--- config.mk ---
export PLATFORM = sky130hd
export DESIGN_NAME = apu_frame_sequencer_flat
export DESIGN_NICKNAME = d
export VERILOG_FILES = /design/src/rtl/apu_frame_sequencer_pkg.sv /design/src/rtl/apu_frame_sequencer_if.sv /design/src/rtl/apu_frame_sequencer.sv /design/src/flat_wrapper.sv
export SDC_FILE = /design/constraint.sdc
export NUM_CORES = 1
export LEC_CHECK = 0
export ABC_AREA = 1
export CORE_MARGIN = 2
export CORE_UTILIZATION = 51
export CTS_CLUSTER_SIZE = 28
export DETAILED_ROUTE_END_ITERATION = 7
export HOLD_SLACK_MARGIN = 0.03
export PLACE_DENSITY = 0.86
export SLEW_MARGIN = 40
export SYNTH_ARGS = -nofsm -noshare
export SYNTH_HDL_FRONTEND = slang
export SYNTH_SLANG_ARGS = --single-unit
--- constraint.sdc ---
create_clock -name iClk -period 2 [get_ports iClk]
set_clock_uncertainty 0.15 [all_clocks]
set_input_delay 0.6 -clock iClk [delete_from_list [all_inputs] [get_ports iClk]]
set_output_delay 0.6 -clock iClk [all_outputs]
set_load 0.05 [all_outputs]
--- src/rtl/apu_frame_sequencer_pkg.sv ---
// APU frame-sequencer shared constants.
// NTSC step timing, mode encodings and $4017 bit positions.
package apu_frame_sequencer_pkg;

    localparam int NTSC_STEP1 = 7457;
    localparam int NTSC_STEP2 = 14913;
    localparam int NTSC_STEP3 = 22371;
    localparam int NTSC_STEP4 = 29829;
    localparam int NTSC_STEP5 = 37281;

    localparam logic MODE_4STEP = 1'b0;
    localparam logic MODE_5STEP = 1'b1;

    localparam int MODE_BIT    = 7;
    localparam int INHIBIT_BIT = 6;

endpackage

--- src/rtl/apu_frame_sequencer_if.sv ---
// Frame-sequencer bus: CPU tick, $4017 write, IRQ ack in;
// quarter/half clocks, IRQ and mode out.
interface apu_frame_sequencer_if;

    logic       iEnable;
    logic       iWrite;
    logic [7:0] iData;
    logic       iIrq_ack;
    logic       oQuarter_clk;
    logic       oHalf_clk;
    logic       oIrq;
    logic       oMode;

    modport master (
        input  iEnable,
        input  iWrite,
        input  iData,
        input  iIrq_ack,
        output oQuarter_clk,
        output oHalf_clk,
        output oIrq,
        output oMode
    );

    modport slave (
        output iEnable,
        output iWrite,
        output iData,
        output iIrq_ack,
        input  oQuarter_clk,
        input  oHalf_clk,
        input  oIrq,
        input  oMode
    );

endinterface

--- src/rtl/apu_frame_sequencer.sv ---
// APU frame sequencer: cycle counter, step decode and frame IRQ.
// Emits one-iClk quarter/half strobes in 4-step or 5-step mode.
module apu_frame_sequencer
    import apu_frame_sequencer_pkg::*;
#(
    parameter int CNT_WIDTH = 16,
    parameter int STEP1     = NTSC_STEP1,
    parameter int STEP2     = NTSC_STEP2,
    parameter int STEP3     = NTSC_STEP3,
    parameter int STEP4     = NTSC_STEP4,
    parameter int STEP5     = NTSC_STEP5
) (
    input  logic                  iClk,
    input  logic                  iReset,
    apu_frame_sequencer_if.master bus
);

    localparam logic [CNT_WIDTH-1:0] L_S1 = CNT_WIDTH'(STEP1);
    localparam logic [CNT_WIDTH-1:0] L_S2 = CNT_WIDTH'(STEP2);
    localparam logic [CNT_WIDTH-1:0] L_S3 = CNT_WIDTH'(STEP3);
    localparam logic [CNT_WIDTH-1:0] L_S4 = CNT_WIDTH'(STEP4);
    localparam logic [CNT_WIDTH-1:0] L_S5 = CNT_WIDTH'(STEP5);

    logic [CNT_WIDTH-1:0] r_cnt;
    logic                 r_mode;
    logic                 r_inhibit;
    logic                 r_irq;
    logic                 r_q;
    logic                 r_h;

    logic [CNT_WIDTH-1:0] w_nxt;
    logic                 w_five;
    logic                 w_end;
    logic                 w_unused;

    assign w_nxt    = r_cnt + CNT_WIDTH'(1);
    assign w_five   = (r_mode == MODE_5STEP);
    assign w_end    = w_five ? (w_nxt == L_S5) : (w_nxt == L_S4);
    assign w_unused = &{1'b0, bus.iData[5:0]};

    always_ff @(posedge iClk or posedge iReset) begin
        if (iReset) begin
            r_cnt     <= '0;
            r_mode    <= MODE_4STEP;
            r_inhibit <= 1'b0;
            r_irq     <= 1'b0;
            r_q       <= 1'b0;
            r_h       <= 1'b0;
        end else begin
            r_q <= 1'b0;
            r_h <= 1'b0;
            // ack clears first so a same-edge step-4 set wins
            if (bus.iIrq_ack)
                r_irq <= 1'b0;
            if (bus.iWrite) begin
                r_mode    <= bus.iData[MODE_BIT];
                r_inhibit <= bus.iData[INHIBIT_BIT];
                r_cnt     <= '0;
                if (bus.iData[INHIBIT_BIT])
                    r_irq <= 1'b0;
                if (bus.iData[MODE_BIT]) begin
                    r_q <= 1'b1;
                    r_h <= 1'b1;
                end
            end else if (bus.iEnable) begin
                r_cnt <= w_end ? '0 : w_nxt;
                unique case (1'b1)
                    (w_nxt == L_S1),
                    (w_nxt == L_S3): r_q <= 1'b1;
                    (w_nxt == L_S2): begin
                        r_q <= 1'b1;
                        r_h <= 1'b1;
                    end
                    (w_nxt == L_S4 && !w_five): begin
                        r_q <= 1'b1;
                        r_h <= 1'b1;
                        if (!r_inhibit)
                            r_irq <= 1'b1;
                    end
                    (w_nxt == L_S5 && w_five): begin
                        r_q <= 1'b1;
                        r_h <= 1'b1;
                    end
                    default: ;
                endcase
            end
        end
    end

    assign bus.oQuarter_clk = r_q;
    assign bus.oHalf_clk    = r_h;
    assign bus.oIrq         = r_irq;
    assign bus.oMode        = r_mode;

endmodule

--- src/flat_wrapper.sv ---
// flat-port wrapper written by rule: the top's interface ports become plain ports
module apu_frame_sequencer_flat import apu_frame_sequencer_pkg::*;
#(
    parameter int CNT_WIDTH = 16,
    parameter int STEP1     = NTSC_STEP1,
    parameter int STEP2     = NTSC_STEP2,
    parameter int STEP3     = NTSC_STEP3,
    parameter int STEP4     = NTSC_STEP4,
    parameter int STEP5     = NTSC_STEP5
)
  (iClk, iReset, bus_iEnable, bus_iWrite, bus_iData, bus_iIrq_ack, bus_oQuarter_clk, bus_oHalf_clk, bus_oIrq, bus_oMode);
  apu_frame_sequencer_if bus_i ();
  input  logic iClk;
  input  logic iReset;
  input wire logic [$bits(bus_i.iEnable)-1:0] bus_iEnable;
  input wire logic [$bits(bus_i.iWrite)-1:0] bus_iWrite;
  input wire logic [$bits(bus_i.iData)-1:0] bus_iData;
  input wire logic [$bits(bus_i.iIrq_ack)-1:0] bus_iIrq_ack;
  output wire logic [$bits(bus_i.oQuarter_clk)-1:0] bus_oQuarter_clk;
  output wire logic [$bits(bus_i.oHalf_clk)-1:0] bus_oHalf_clk;
  output wire logic [$bits(bus_i.oIrq)-1:0] bus_oIrq;
  output wire logic [$bits(bus_i.oMode)-1:0] bus_oMode;
  assign bus_i.iEnable = bus_iEnable;
  assign bus_i.iWrite = bus_iWrite;
  assign bus_i.iData = bus_iData;
  assign bus_i.iIrq_ack = bus_iIrq_ack;
  assign bus_oQuarter_clk = bus_i.oQuarter_clk;
  assign bus_oHalf_clk = bus_i.oHalf_clk;
  assign bus_oIrq = bus_i.oIrq;
  assign bus_oMode = bus_i.oMode;
  apu_frame_sequencer #(.CNT_WIDTH(CNT_WIDTH), .STEP1(STEP1), .STEP2(STEP2), .STEP3(STEP3), .STEP4(STEP4), .STEP5(STEP5)) u_core (.iClk(iClk), .iReset(iReset), .bus(bus_i));
endmodule
# Word level (Yosys, flattened, before mapping)

Cells that the tools add are included.

Add/subtract/negate cells: 1
Eq/ne operators: 5
Multiplexer cells: 17
Reductions and logical operators: 6

Operators with widths:

| operator                | count |
|---|---|
| $mux W16                | 3 |
| $eq A16 B15 Y1 const B  | 2 |
| $add A16 B1 Y16 const B | 1 |
| $eq A16 B13 Y1 const B  | 1 |
| $eq A16 B14 Y1 const B  | 1 |
| $eq A16 B16 Y1 const B  | 1 |
| $mux W1                 | 14 |
| $reduce_or A5 Y1        | 1 |
| $reduce_or A3 Y1        | 1 |
| $logic_and A1 B1 Y1     | 2 |
| $reduce_bool A2 Y1      | 1 |
| $logic_not A1 Y1        | 1 |

Register bits after elaboration: 21
Output and inout bits: 4
Logic and storage cells: 35

# Logic depth before layout (Yosys ltp)

Gate-level depths: netlist (run 1).

Word-level depth: 7
Depth in mapped cells: 14
Gate-level depth less buffers: 14

# Worst setup path before layout (run 1)

Ideal clock, no wire load.

Kind: reg2reg
Start point: register u_core.r_cnt[0]
End point: register u_core.r_cnt[0]
Data arrival time: 1.671 ns
Required time: 1.726 ns
Path slack: 0.055 ns
Cell stages (with the launch flop): 9
Period minus slack after synthesis: 1.945 ns
Cell sequence: dfrtp_1 ha_1 xor2_1 nor3_1 nand2_1 nor2_1 nand3_2 nand3_4 a21oi_2

Longest elaborated chain between the ends: 6
Elaborated cells on any way between the ends: 7
Those cells by class: add/sub (1); eq/ne (2); mux (4)

RTL lines:

| element                                                 | line                      | text |
|---|---|---|
| start: declaration                                      | apu_frame_sequencer.sv:24 | `logic [CNT_WIDTH-1:0] r_cnt;` |
| start signal: assignment                                | apu_frame_sequencer.sv:66 | `r_cnt <= w_end ? '0 : w_nxt;` |
| $add A16 B1 Y16 (*)                                     | apu_frame_sequencer.sv:36 | `assign w_nxt = r_cnt + CNT_WIDTH'(1);` |
| $eq A16 B15 Y1 / $eq A16 B16 Y1 (equally long branches) | apu_frame_sequencer.sv:38 | `assign w_end = w_five ? (w_nxt == L_S5) : (w_nxt == L_S4);` |
| $mux W1                                                 | apu_frame_sequencer.sv:38 |  |
| $mux W16 (*)                                            | apu_frame_sequencer.sv:66 |  |
| $mux W16 (*)                                            | apu_frame_sequencer.sv:65 | `end else if (bus.iEnable) begin` |
| $mux W16 (*)                                            | apu_frame_sequencer.sv:55 | `if (bus.iWrite) begin` |

Mark *: on every way between the ends. The rest lies on a longest branch, timed or not. The select of a mux whose other input is x is not followed.
A chain may end at the register's enable or synchronous reset.

# Worst setup path after layout (run 1)

Start point: register u_core.r_cnt[0]
End point: register u_core.r_cnt[8]

Same word-level chain as after synthesis.

==> results.md, run 1 <==
- The run finished, with violations left.
- The checks that failed: negative setup slack.
- The startpoint kind of the worst setup timing path is a register.
- Summing all multi-input logic gate instances after layout gives around 1100 um^2.
- After synthesis the cells add up to approximately 1600 um^2.
- The cell count after synthesis came out at 231.
- After clock tree synthesis, the flow added hold-fix buffers numbering 0.
- The number of global-route vias before repair is 1678.
- The data arrival time at the worst-slack endpoint is around 2200 ps.
- The maximum operating frequency is approximately 470 MHz.
- The share of the Yosys chip area taken by registers is 0.333.
- The clock tree from TritonCTS is yes.
- The analysis attributes to cell leakage a power of 0.998 nW.
- The total power per unit cell area is 505 nW/um^2.
- Traced cell by cell, the critical path runs through buf_6 -> inv_8 -> ha_4 -> inv_2 -> nor2_1 -> nand2_1 -> nor2_1 -> nand2_1 -> nor2_1 -> nand2_1 -> nor2_2 -> nand2_4 -> nand3_4 -> o21ai_2.
- The worst-skew pair later-pin latency is between 300 and 400 ps.
- The final net count is between 200 and 300.
- The Yosys warning count is 0.
- For this design, the slowest cell found on the critical path is sky130_fd_sc_hd__dfrtp_1.
- The die is 59.6 um tall.
- After detailed routing, the total wire length is 4.77 mm.
- The detailed router placed 1779 vias in this run.
- The die area is 3550 um^2.
- The number of nets handed over by synthesis was 247.
- The destination of the worst register-to-register timing path is u_core.r_cnt[8].
- The initial utilization of the core area, before any placement, comes to 0.525.
- Once routing completed, OpenROAD measured the worst setup slack at -115 ps.
- The sequential cells in the finished layout cover a total of 529 um^2.
- The endpoint of the worst hold path is u_core.r_inhibit.
- The root buffer cell chosen for the clock tree is sky130_fd_sc_hd__clkbuf_4.
- The worst pin sits at a relative slew slack of 0.804.
- Counting along the longest clock path gives a buffer depth of 2.
- The count of unresolved DRC violations after routing is 0.
- The filler cells instantiated in the layout total 208.
- The average via count per standard cell is 5.76.
- 17 I/O pins were placed.
- The estimated wirelength of the detail-placed design is around 3.2 mm.
- The H-tree depth reported by CTS is 1.
- The die is a little under 60 um wide.
- The largest net degree at the start of global routing is 22.
- In the final layout, the share of cells above drive strength 1 is 0.384.
- Summed over all layers, the global routing overflow is 0.
- Setup total negative slack on the finished layout was measured at -1180 ps.
- The endpoint class of the critical path is a register.
- In this run the standard cell core region covers 3000 um^2.
- Clock-pin slew was measured on the worst setup and hold paths at 110 ps.
- The final count of pins violating max slew came to 0.
- Counting distinct cell types in the post-synthesis netlist gives 23.
- The site row count is 20.
- The startpoint identified for the worst register-to-register timing path is u_core.r_cnt[0].
- After detailed routing, the average wire length per cell comes to 15.4 um.
- The number of buffers created by CTS is 3.
- The largest fanout on the critical path is 6.
- The total routing usage reported by global routing is 0.284.
- The average cell area after synthesis is just under 7 um^2.
- The peak per-stage delay on the critical path is 440 ps.
- After the flow finishes, the layout carries non-filler instances totaling between 300 and 400.
- The number of design-rule violations left by the first detailed-router iteration is 123.
- Relative to the synthesized area, the layout overhead comes to 39.9%.
- At the end of routability-driven placement, the weighted congestion stood at 0.918.
- The share of the clock period used by the worst path is 1.06.
- The synthesized design contains 21 register bits.
- For the finished layout, the period the worst path requires is 2110 ps.
- For the pin with the worst max-slew slack, the measured transition is 293 ps.
- In this run, placement finished with an instance count of 299.
- The number of hold-slack violations in the final timing report came to 0.
- The final antenna-violating net count is 0.
- Setup repair after global routing could not meet its margin everywhere.
- In this run the register-to-register setup slack is -110 ps.
- The diode insertion count for antenna repair is 0.
- The pre-antenna-repair detailed-routing pass consisted of 4 iterations.
- Input and output buffers added on the ports amount to 10.
- The count of cells along the worst register-to-register path is 14.
- The initial antenna violation count came to 0.
- The required time of the worst setup path is just over 2000 ps.
- The count of max-cap constraint violations is 0.
- The largest vdd supply drop is 586 uV.
- The classification of the worst-slack hold path is reg -> reg.
- The final setup violation count is 14.
- The start point of the worst hold path is u_core.r_inhibit.
- The count of clock tree sinks is 21.
- The worst setup path is of the reg -> reg kind.
- Counting instances, the worst hold path has a depth of 2.
- The total chip power is 1.12 mW.
- The wire length of the first global-routing pass is 7.60 mm.
[placed cells by master (no fill, tap or decap), types with 6 or more instances in the layout]
master and instances:
sky130_fd_sc_hd__nand4_1 12, sky130_fd_sc_hd__buf_4 30, sky130_fd_sc_hd__inv_1 28, sky130_fd_sc_hd__nor2_4 10, sky130_fd_sc_hd__clkdlybuf4s50_1 6, sky130_fd_sc_hd__nand2_2 16
sky130_fd_sc_hd__nand2_1 62, sky130_fd_sc_hd__nand3_1 13, sky130_fd_sc_hd__o21ai_2 8, sky130_fd_sc_hd__dfrtp_1 18, sky130_fd_sc_hd__nor2_1 18, sky130_fd_sc_hd__nand3_2 7
[kinds of logic after synthesis]
kind of cell	Yosys count	synth area share
buffers and inverters	34	0.0833
AO/OA/AOI/OAI	20	0.0896
AND/OR/NAND/NOR	151	0.459
flip-flops	21	0.333
XOR/XNOR	2	0.0111
adder cells (fa/ha/maj)	3	0.0238
[sequential cells by signal (all words and copies together) (netlist names)]
| signal | flops |
|---|---|
| u_core.bus.oHalf_clk | 1 |
| u_core.bus.oIrq | 1 |
| u_core.bus.oMode | 1 |
| u_core.bus.oQuarter_clk | 1 |
| u_core.r_cnt | 16 |
| u_core.r_inhibit | 1 |
[power breakdown]
| group | total (mW) | internal [mW] | leakage, nW | switching, mW |
|---|---|---|---|---|
| Sequential | 0.481 | 0.447 | 0.281 | 0.0333 |
| Clock | 0.212 | 0.0782 | 0.0150 | 0.134 |
| Combinational | 0.422 | 0.203 | 0.703 | 0.220 |
| Total | 1.12 | 0.728 | 0.998 | 0.387 |
[synth_stat cells]
cell type	number	share of area
sky130_fd_sc_hd__nand2_1	72	0.17
sky130_fd_sc_hd__inv_1	31	0.074
sky130_fd_sc_hd__dfrtp_1	21	0.33
sky130_fd_sc_hd__nor2_1	21	0.050
sky130_fd_sc_hd__nand3_1	19	0.060
sky130_fd_sc_hd__nand4_1	12	0.048
sky130_fd_sc_hd__nor2_2	10	0.040
sky130_fd_sc_hd__nand2_2	8	0.032
sky130_fd_sc_hd__o21ai_2	8	0.044
sky130_fd_sc_hd__o22ai_1	6	0.024
sky130_fd_sc_hd__o21ai_0	4	0.013
sky130_fd_sc_hd__ha_1	3	0.024
sky130_fd_sc_hd__nand3_2	3	0.019
sky130_fd_sc_hd__inv_2	2	0.0048
sky130_fd_sc_hd__nor2_4	2	0.014
sky130_fd_sc_hd__xor2_1	2	0.011
sky130_fd_sc_hd__a21oi_1	1	0.0032
sky130_fd_sc_hd__a21oi_2	1	0.0056
sky130_fd_sc_hd__and3_1	1	0.0040
sky130_fd_sc_hd__buf_4	1	0.0048
sky130_fd_sc_hd__nand2_4	1	0.0071
sky130_fd_sc_hd__nand3_4	1	0.011
sky130_fd_sc_hd__nor3_1	1	0.0032
[worst max path at each step]
stage	endpoint	cells past startpoint	slack (ps)	from
final	u_core.r_cnt[8]	14	-110	u_core.r_cnt[0]
after global routing	u_core.r_cnt[8]	14	-260	u_core.r_cnt[0]
after detailed placement	u_core.r_cnt[0]	10	-110	u_core.r_cnt[1]
after floorplan	u_core.r_cnt[0]	8	60	u_core.r_cnt[0]
after global placement	u_core.r_cnt[0]	12	-30	u_core.r_cnt[1]
after CTS	u_core.r_cnt[0]	11	-30	u_core.r_cnt[1]
[cell type report]
type | count | area share
sequential | 21 | 0.240
timing repair buffer | 41 | 0.163
clock buffer | 4 | 0.0119
multi-input combinational | 177 | 0.506
inverter | 33 | 0.0607
tap | 33 | 0.0187
[per-layer routing]
metal	GRT usage	routed length, um
met5	0	0
met4	0.117	182
met3	0.0371	312
met2	0.480	2360
met1	0.365	1920
[per-stage QoR]
stage | worst slack (ps) | hold slack (ps) | area, um^2 | utilization
2_1_floorplan | 55.0 | 341 | 1580 | -
5_1_grt | -257 | 426 | 2210 | 0.735
3_3_place_gp | -26.3 | 367 | 1920 | 0.640
3_5_place_dp | -114 | 383 | 1920 | 0.640
6_report | -115 | 403 | 2210 | 0.735
4_1_cts | -32.8 | 410 | 2080 | 0.694
[worst max-delay path: cells and delay by family (launching register included)]
kind	cells	cell delay [ps]
AOI/OAI and AO/OA	1	80
adders and majority gates	1	120
buffers and inverters	3	260
DFF	1	440
and+or+nand+nor	9	940
[what timing repair did]
item / CTS / global route
endpoints found under the setup margin: 14 / 14
endpoints found under the hold margin: 0 / 0
gates cloned: 1 / 0
resized for setup: 25 / 31
setup buffers: 4 / 1
pin swaps: 14 / 15
Note: power is estimated with default switching activity, not from simulation.
==> inputs of run 2 (changes only) <==
MAX_ROUTING_LAYER = met4   (was unset)
==> results.md, run 2 (synthesis gave the netlist of run 1 again) <==
- The run finished, with violations left.
- The final reports fail on negative setup slack.
- The number of flip-flops in the largest register is 16 (unchanged).
- The start point of the worst hold path is u_core.r_cnt[15].
- The setup slack of the most critical reg-to-reg path is -90 ps (+30 ps).
- The number of buffers created by CTS is 3 (unchanged).
- The total congestion overflow after global routing was 0 (unchanged).
- The worst setup path is launched from a register.
- In the layout the commonest cells are 69 x sky130_fd_sc_hd__nand2_1, 30 x sky130_fd_sc_hd__inv_1, 30 x sky130_fd_sc_hd__buf_4.
- The worst register-to-register path begins at u_core.r_cnt[1].
- The vertical die dimension is 59.6 um (unchanged).
- The total routing usage reported by global routing is 0.283 (-0.00151).
- The worst-skew pair later-pin latency is 320 ps (about the same).
- The tree is rooted in a sky130_fd_sc_hd__clkbuf_4.
- The clock-pin slew reported for the worst setup and hold paths after clock tree synthesis is 120 ps (about the same).
- The classification of the worst-slack hold path is reg -> reg.
- The count of clock tree sinks was 21 (unchanged).
- The overall die width is 59.6 um (unchanged).
- The area of the multi-input gates was 1040 um^2 (-7.2%).
- The final antenna-violating net count is 0 (unchanged).
- The hold-critical path depth was 2 (unchanged).
- The number of filler cells placed in the layout was 226 (+8.7%).
- The initial cell density of the core is 0.525 (unchanged).
- The total power per unit cell area is 494 nW/um^2 (-2.3%).
- The final net count was 291 (-0.68%).
- The register area is 527 um^2 (-0.47%).
- The share of the clock period used by the worst path is 1.04 (-0.0143).
- The register containing the most flip-flops in the final layout is u_core.r_cnt.
- The required time of the worst setup path came to 2060 ps (about the same).
- The final cell utilization of the core is 0.698 (-0.0367).
- The minimum clock period after layout is 2090 ps (-28.7 ps).
- The quantity of I/O buffers inserted on ports is 10 (unchanged).
- The average routed wire per standard cell is 14.3 um (-7.1%).
- The vias after detailed routing came to 1723 (-3.1%).
- For hold timing, the worst endpoint is u_core.r_cnt[15].
- The met3 wire length is 269 um (-14%).
- The final hold slack is 413 ps (+10.4 ps).
- The site row count came to 20 (unchanged).
- Tracing the worst setup path back leads to its startpoint at u_core.r_cnt[1].
- The count of cells along the worst register-to-register path is 12 (-2).
- The diode insertion count for antenna repair is 0 (unchanged).
- The most common library cell in the layout ignoring fill and taps is sky130_fd_sc_hd__nand2_1.
- TritonCTS built the clock tree.
- Signal routing reaches up to met4.
- The startpoint-to-endpoint class of the critical path is reg -> reg.
- The leakage power total was 0.976 nW (-2.2%).
- The post-placement setup slack is -108 ps (+6.04 ps).
- The placeable core region is 3000 um^2 (unchanged).
- The count of max-cap constraint violations is 0 (unchanged).
- The number of design-rule violations left by the first detailed-router iteration came to 93 (-24%).
- The final count of pins violating max slew was 0 (unchanged).
- The number of top-level pins is 17 (unchanged).
- The final routed wirelength across all metal layers is 4.40 mm (-7.7%).
- STA classifies the critical path endpoint as a register.
- The die area is 3550 um^2 (unchanged).
- The number of global-route vias before repair was 1655 (-1.4%).
- The initial antenna violation count came to 0 (unchanged).
- The largest net degree at the start of global routing is 22 (unchanged).
- The largest vdd supply drop was 421 uV (-28%).
- Compared with the post-synthesis result, the final layout area differs by 32.9%.
- The count of unresolved DRC violations after routing is 0 (unchanged).
- The maximum operating frequency is 479 MHz (+1.4%).
- The average via count per standard cell was 5.61 (-2.5%).
- The worst slew margin relative to its limit is 0.793 (-0.0120).
- The final setup violation count is 13 (-1).
- The routed length on met2 was 2.22 mm (-6.0%).
- The share of layout cells above drive strength 1 is 0.325 (-0.0592).
- The met1 wire length is 1.79 mm (-6.7%).
- The buffer levels on the longest clock path is 2 (unchanged).
- The destination of the worst register-to-register timing path is u_core.r_cnt[0].
- The final setup slack of the worst path is -86.3 ps (+28.7 ps).
- The global placement routability congestion is 0.947 (+3.2%).
- The number of hold-repair buffers added at the cts stage is 0 (unchanged).
- Setup repair after global routing could not meet its margin everywhere.
- The H-tree depth reported by CTS is 1 (unchanged).
- The number of hold-slack violations in the final timing report is 0 (unchanged).
- The data arrival time at the worst-slack endpoint was 2150 ps (-30 ps).
- The transition time at the pin with the least slew margin is 311 ps (+18.0 ps).
- The wire length of the first global-routing pass is 7.27 mm (-4.3%).
- The largest fanout on the critical path is 5 (-1).
- The iteration count of the initial detailed-routing pass was 5 (+1).
- The estimated wirelength of the detail-placed design is 3.11 mm (-1.4%).
==> run 2: cell count changes in the layout (fill, tap and decap cells not counted), moves of 4 or more <==
cell,change
sky130_fd_sc_hd__nor2_4,-4
sky130_fd_sc_hd__nor2_2,+5
sky130_fd_sc_hd__nand2_2,-5
sky130_fd_sc_hd__nand2_1,+7
==> run 2: per-stage QoR <==
step | TNS, ps | cell area, um^2 | total power [mW] | cells
floorplan | 0 | 1580 | 0.619 | 231
global placement | -307 | 1930 | 0.761 | 300
detailed placement | -973 | 1930 | 0.771 | 300
CTS | -68.0 | 2050 | 1.01 | 307
global route | -2960 | 2100 | 1.09 | 307
finish | -677 | 2100 | 1.04 | 307
==> run 2: how the worst max path moves through the flow <==
| stage | endpoint | cells past startpoint |
|---|---|---|
| after floorplan | u_core.r_cnt[0] | 8 |
| after global placement | u_core.r_cnt[0] | 12 |
| after detailed placement | u_core.r_cnt[0] | 12 |
| after CTS | u_core.r_cnt[0] | 12 |
| after global routing | u_core.bus.oIrq | 11 |
| final | u_core.r_cnt[0] | 12 |
==> run 2: power by group <==
| part | switching [mW] | internal (mW) |
|---|---|---|
| Clock | 0.140 | 0.0782 |
| Sequential | 0.0286 | 0.446 |
| Combinational | 0.181 | 0.162 |
==> run 2: cell type report <==
class                   instances  share of cell area
multi-input cells             177               0.495
flip-flops and latches         21               0.251
repair buffers                 39               0.161
inverters                      33              0.0615
well taps                      33              0.0197
clock buffers                   4              0.0125
==> run 2: timing repair <==
action | CTS | global route
pin swaps | 8 | 12
buffers inserted | 2 | 0
hold endpoints to repair | 0 | 0
endpoints found under the setup margin | 14 | 14
gates cloned | 1 | 0
resized for setup | 15 | 14
==> run 2: worst max-delay path: stages (launching register included) <==
cell	delay, ps
sky130_fd_sc_hd__dfrtp_1	430
sky130_fd_sc_hd__buf_4	150
sky130_fd_sc_hd__nand2_2	80
sky130_fd_sc_hd__nor2_4	160
sky130_fd_sc_hd__nand2_2	90
sky130_fd_sc_hd__inv_2	80
sky130_fd_sc_hd__nand2_1	70
sky130_fd_sc_hd__nand2_2	70
sky130_fd_sc_hd__nand3_1	90
sky130_fd_sc_hd__nor2_2	200
sky130_fd_sc_hd__nand3_4	160
sky130_fd_sc_hd__nand3_4	170
sky130_fd_sc_hd__a21oi_2	70
==> run 2: layer usage <==
layer | up-vias | global-route usage
met5 | - | -
met4 | 0 | 0.124
met3 | 15 | 0.0349
met2 | 76 | 0.471
met1 | 800 | 0.343
li1 | 832 | -
